File: config.mk
export PLATFORM = sky130hd
export DESIGN_NAME = png_stream_serializer
export DESIGN_NICKNAME = d
export VERILOG_FILES = /design/src/rtl/png_stream_serializer.sv
export SDC_FILE = /design/constraint.sdc
export NUM_CORES = 2
export LEC_CHECK = 0
export ABC_AREA = 1
export BUFFER_PORTS_ARGS = -buffer_cell sky130_fd_sc_hd__buf_2
export CAP_MARGIN = 15
export CORE_MARGIN = 3
export CORE_UTILIZATION = 54
export DETAILED_ROUTE_END_ITERATION = 8
export PLACE_DENSITY = 0.73
export SLEW_MARGIN = 20
export SYNTH_ARGS = -nofsm -noshare
export SYNTH_HDL_FRONTEND = slang
export SYNTH_SLANG_ARGS = --single-unit
File: constraint.sdc
create_clock -name clk -period 29.4 [get_ports clk]
set_input_delay 0 -clock clk [delete_from_list [all_inputs] [get_ports clk]]
set_output_delay 0 -clock clk [all_outputs]
set_load 0.02 [all_outputs]
File: src/rtl/png_stream_serializer.sv
// Word FIFO feeding a shift register that streams PNG file bytes MSB-first,
// OUT_BYTES per beat, over a valid/ready handshake with frame markers and tags.
module png_stream_serializer #(
    parameter int unsigned IN_BYTES  = 69,
    parameter int unsigned OUT_BYTES = 1,
    parameter int unsigned DEPTH     = 2,
    parameter int unsigned LEN_W     = 7
) (
    input  logic                         clk,
    input  logic                         rst,
    input  logic                         load,
    output logic                         load_ready,
    input  logic [IN_BYTES*8-1:0]        data_in,
    input  logic [LEN_W-1:0]             load_len,
    input  logic                         load_sof,
    input  logic                         load_eof,
    input  logic [31:0]                  ip,
    input  logic [15:0]                  port,
    output logic [OUT_BYTES*8-1:0]       data_out,
    output logic [OUT_BYTES-1:0]         okeep,
    output logic                         ovalid,
    input  logic                         oready,
    output logic                         ostart,
    output logic                         olast,
    output logic [31:0]                  otag_ip,
    output logic [15:0]                  otag_port,
    output logic [31:0]                  byte_cnt,
    output logic [$clog2(DEPTH+1)-1:0]   level,
    output logic                         load_err
);

    localparam int unsigned IW    = IN_BYTES * 8;
    localparam int unsigned OW    = OUT_BYTES * 8;
    localparam int unsigned LVL_W = $clog2(DEPTH + 1);
    localparam int unsigned PTR_W = (DEPTH > 1) ? $clog2(DEPTH) : 1;

    typedef enum logic {IDLE, SHIFT} state_t;

    state_t             state, state_next;
    logic [IW-1:0]      mem_data [DEPTH];
    logic [LEN_W-1:0]   mem_len  [DEPTH];
    logic               mem_sof  [DEPTH];
    logic               mem_eof  [DEPTH];
    logic [31:0]        mem_ip   [DEPTH];
    logic [15:0]        mem_port [DEPTH];
    logic [PTR_W-1:0]   wr_ptr, rd_ptr;
    logic [LVL_W-1:0]   level_next;

    logic [IW-1:0]      sreg;
    logic [LEN_W-1:0]   rem;
    logic               cur_sof, cur_eof, first_beat;
    logic               len_ok, push, pop, beat_done, word_end, level_nz;
    logic [31:0]        keep_cnt;

    function automatic logic [PTR_W-1:0] ptr_inc(input logic [PTR_W-1:0] p);
        return (p == PTR_W'(DEPTH - 1)) ? '0 : p + 1'b1;
    endfunction

    always_comb begin
        len_ok     = (load_len != '0) && (load_len <= LEN_W'(IN_BYTES));
        push       = load && load_ready && len_ok;
        beat_done  = (state == SHIFT) && oready;
        word_end   = beat_done && (rem <= LEN_W'(OUT_BYTES));
        level_nz   = (level != '0);
        state_next = state;
        pop        = 1'b0;
        case (state)
            IDLE: begin
                if (level_nz) begin
                    pop        = 1'b1;
                    state_next = SHIFT;
                end
            end
            SHIFT: begin
                // Reload on the final beat keeps beats continuous across words
                if (word_end) begin
                    if (level_nz) pop = 1'b1;
                    else          state_next = IDLE;
                end
            end
            default: state_next = IDLE;
        endcase
        level_next = level + LVL_W'(push) - LVL_W'(pop);
    end

    always_comb begin
        ovalid   = (state == SHIFT);
        data_out = sreg[IW-1 -: OW];
        okeep    = '0;
        for (int unsigned i = 0; i < OUT_BYTES; i++)
            okeep[OUT_BYTES-1-i] = (i < 32'(rem));
        keep_cnt = (rem > LEN_W'(OUT_BYTES)) ? OUT_BYTES : 32'(rem);
        ostart   = ovalid && cur_sof && first_beat;
        olast    = ovalid && cur_eof && (rem <= LEN_W'(OUT_BYTES));
    end

    always_ff @(posedge clk or negedge rst) begin
        if (!rst) state <= IDLE;
        else      state <= state_next;
    end

    always_ff @(posedge clk) begin
        if (push) begin
            mem_data[wr_ptr] <= data_in;
            mem_len[wr_ptr]  <= load_len;
            mem_sof[wr_ptr]  <= load_sof;
            mem_eof[wr_ptr]  <= load_eof;
            mem_ip[wr_ptr]   <= ip;
            mem_port[wr_ptr] <= port;
        end
    end

    always_ff @(posedge clk or negedge rst) begin
        if (!rst) begin
            wr_ptr     <= '0;
            rd_ptr     <= '0;
            level      <= '0;
            load_ready <= 1'b0;
            load_err   <= 1'b0;
            sreg       <= '0;
            rem        <= '0;
            cur_sof    <= 1'b0;
            cur_eof    <= 1'b0;
            first_beat <= 1'b0;
            otag_ip    <= '0;
            otag_port  <= '0;
            byte_cnt   <= '0;
        end else begin
            if (push) wr_ptr <= ptr_inc(wr_ptr);
            if (pop)  rd_ptr <= ptr_inc(rd_ptr);
            level      <= level_next;
            load_ready <= (level_next < LVL_W'(DEPTH));
            if (load && !(load_ready && len_ok)) load_err <= 1'b1;

            if (beat_done)
                byte_cnt <= ostart ? keep_cnt : byte_cnt + keep_cnt;

            if (pop) begin
                sreg       <= mem_data[rd_ptr];
                rem        <= mem_len[rd_ptr];
                cur_sof    <= mem_sof[rd_ptr];
                cur_eof    <= mem_eof[rd_ptr];
                otag_ip    <= mem_ip[rd_ptr];
                otag_port  <= mem_port[rd_ptr];
                first_beat <= 1'b1;
            end else if (beat_done) begin
                sreg       <= sreg << OW;
                rem        <= (rem > LEN_W'(OUT_BYTES)) ? rem - LEN_W'(OUT_BYTES) : '0;
                first_beat <= 1'b0;
            end
        end
    end

endmodule
==> run_results.csv <==
group,metric,value,unit
timing,layout_min_cycle_time,5.76,ns
global_route,grt_pass1_wl,342000,µm
routing,wl_met2,112000,µm
clock_network,numCtsBuffers,187,
logic_synthesis,synth_xor_area_frac,0.000573,
timing,tns,0,ns
pwr,ir_worst_vdd,66.0,µV
logic_synthesis,yosys.area_share.simple,0.194,
logic_synthesis,synth_commonest_cells,"1,846 x nand2_1, 1,218 x edfxtp_1, 649 x dfrtp_1",
setup_path,cp-end-kind,"register",
global_route,grt_max_degree,192,
setup_path,cp_data_arrival_time,6.44,ns
outcome,status,"finished clean",
global_route,antenna_found_initial,111,
routing,drtAntennaViolNets,0,
logic_synthesis,synth_enable_flop_cells,1218,
finish,nets,8639,
timing,relSlewSlack,0.112,
timing,rsz0062_at_grt,"false",
logic_synthesis,muxShareOfSynthArea,0.0722,
routing,vias,57358,
logic_synthesis,synth_cell_type_count,39,
setup_path,cp-endpoint,"sreg[153]",
routing,route.detailed.drc,0,
finish,drive_above_1_share,0.130,
setup_path,critical_path_depth,10,
finish,utilization,0.712,
clock_network,cts.root.buffer_cell,"clkbuf_16",
logic_synthesis,synth_top_area_share,0.479,
logic_synthesis,synth_compound_area_frac,0.0109,
floorplanning,pin_count,709,
setup_path,cp_slowest_stage_delay,0.80,ns
setup_path,crit_path_start_kind,"register",
clock_network,h-tree-depth,4,
setup_path,critPathTopFamily,"buffers and inverters",
floorplanning,start_util,0.546,
floorplanning,die_w,382,µm
setup_path,crit_buf_inv,4,
logic_synthesis,synthArstFlopShare,0.348,
global_route,grt_pass1_vias,58288,
clock_network,clk_latency,0.81,ns
logic_synthesis,yosysTopAreaCell,"edfxtp_1",
setup_path,r2r_cells,10,
logic_synthesis,yosysMostFrequentCell,"nand2_1",
routing,dr_wl_met3,17800,µm
logic_synthesis,synth_area_leaders,"edfxtp_1 48%, dfrtp_1 21%, nand2_1 9.1%",
timing,setup_viol,0,
logic_synthesis,syn-cell-area,76400,µm²
routing,drtPass1Iterations,6,
setup_path,cp_cell_sequence,"nand2_1 -> inv_2 -> nand3_4 -> nand2_4 -> buf_4 -> buf_4 -> buf_4 -> nand2_1 -> nand3_1 -> nand2_1",
global_route,track_usage,0.300,
flow_run,max_cap_violations,0,
clock_network,clk_pin_slew,0.06,ns
place,place_congestion,0.871,
global_route,grt_overflow,0,
finish,fin_cells,10171,
timing,finalMaxSlewViolations,0,
routing,routed_wl,225000,µm
setup_path,required,30.08,ns
routing,vias_per_cell,5.64,
logic_synthesis,synth-seq-cells,1867,
clock_network,ctsLongestPathBuffers,3,
setup_path,regToRegStartpoint,"ovalid",
routing,drtIter0Drc,6073,
place,dp.cells,8502,
timing,worst_pin_slew,1.33,ns
setup_path,path_max_fanout,76,
logic_synthesis,ys.flop_type,"edfxtp_1",
place,portBuffers,708,
logic_synthesis,synthAdderAreaFrac,0.00206,
floorplanning,row_count,137,
logic_synthesis,syn_inst,6255,
logic_synthesis,ys_warn_count,0,
floorplanning,die_h,382,µm
timing,clock_skew,0.0387,ns
place,place_hpwl,117000,µm
timing,timing.fmax,174,MHz
clock_network,clock-sinks,1867,
timing,period_share,0.196,
pwr,leakage,0.0432,µW
setup_path,startpoint,"ovalid",
setup_path,crit_type,"register to register",
routing,wl_met1,85200,µm
floorplanning,core-area,140000,µm²
setup_path,worstReg2RegEnd,"sreg[153]",
setup_path,r2r_setup_slack,23.64,ns
clock_network,cts_tree,"built",
timing,hold_viol_final,0,
logic_synthesis,synth-seq-area-share,0.691,
pwr,p_per_area,85.2,nW/µm²
finish,area_growth,30.4,%
setup_path,cp_slowest_cell,"buf_4",
routing,wl_per_cell,22.1,µm
finish,fin_area,99700,µm²
place,placed_area,81100,µm²
min_path,worstHoldPathType,"input port to register",
routing,top_layer,"met5",
floorplanning,die-area,146000,µm²
logic_synthesis,synth_top_family_by_area,"simple AND/OR/NAND/NOR gates",
logic_synthesis,syn_avg_cell_area,12.2,µm²
-- timing repair --
item / in CTS / in global routing
buffers inserted: 0 / 0
hold buffers: 1196 / 1
endpoints found under the hold margin: 1355 / 1
resized for setup: 0 / 0
-- layer usage --
metal,global-route usage,vias to the layer above
li1,-,25351
met1,0.392,28363
met2,0.497,2974
met3,0.0562,642
met4,0.122,28
met5,0,-
-- cell families (layout without fill, tap and decap cells) --
group,count (synthesis),after routing
AND/OR/NAND/NOR,3189,3189
flip-flops,1867,1867
multiplexers,551,551
buffers and inverters,493,2413
AO/OA/AOI/OAI,137,137
adder cells (fa/ha/maj),12,12
XOR/XNOR,5,5
other,1,121
-- through the flow --
stage | hold WS (ns) | setup WS (ns) | power, µW
global route | 0.00874 | 23.20 | 8870
CTS | 0.00110 | 23.70 | 8390
finish | 0.0424 | 23.64 | 8490
global placement | 0.134 | 23.88 | 5780
floorplan | -0.296 | 1.95 | 5370
detailed placement | 0.145 | 23.76 | 5840
-- cells in the final DEF, fill, tap and decap left out, drive strengths merged, types with 13 or more instances in the layout --
master       count
edfxtp        1218
clkinv          54
inv             95
nand4           13
o21ai           66
a21oi           14
bufinv          19
dfrtp          649
mux2i          551
diode          116
o21a            49
clkbuf         265
nand3          606
nand3b         537
buf            774
dlygate4sd3   1196
nand2         1847
nor2           173
-- power by group --
part,switching (µW),internal [µW],leakage (µW)
registers,307,3400,0.0194
clock network,1050,1400,0.00300
logic,1400,932,0.0208
total,2760,5730,0.0432
-- how the worst min path moves through the flow --
stage | from | to | depth (start not counted)
after floorplan | rst | byte_cnt[0] | 0
after global placement | rst | sreg[225] | 1
after detailed placement | rst | sreg[216] | 1
after CTS | data_in[290] | mem_data[1][290] | 2
after global routing | data_in[371] | mem_data[1][371] | 2
final | data_in[295] | mem_data[0][295] | 2
-- worst register-to-register path, stage by stage, from the launching register on --
cell and delay, ns:
dfrtp_1 0.40, nand2_1 0.44, inv_2 0.57, nand3_4 0.56
nand2_4 0.76, buf_4 0.77, buf_4 0.85, buf_4 0.88
nand2_1 0.23, nand3_1 0.13, nand2_1 0.07
-- state kept, by name, indices dropped and copies added, names as in the netlist, 2 cells and up --
signal     count
sreg         552
otag_ip       32
rem            7
mem_data    1104
mem_eof        2
mem_port      32
mem_sof        2
byte_cnt      32
otag_port     16
mem_len       14
mem_ip        64
level          2
-- area by class of cell --
class                      instances  area (µm²)
sequential                      1867       52800
fill                            8754       40400
multi-input combinational       3899       21400
timing repair buffer            1970       16200
clock buffer                     265        5160
tap                             1876        2350
clock inverter                    89        1070
inverter                          89         349
antenna                          116         290
No activity file was read; power rests on OpenSTA's default activity.
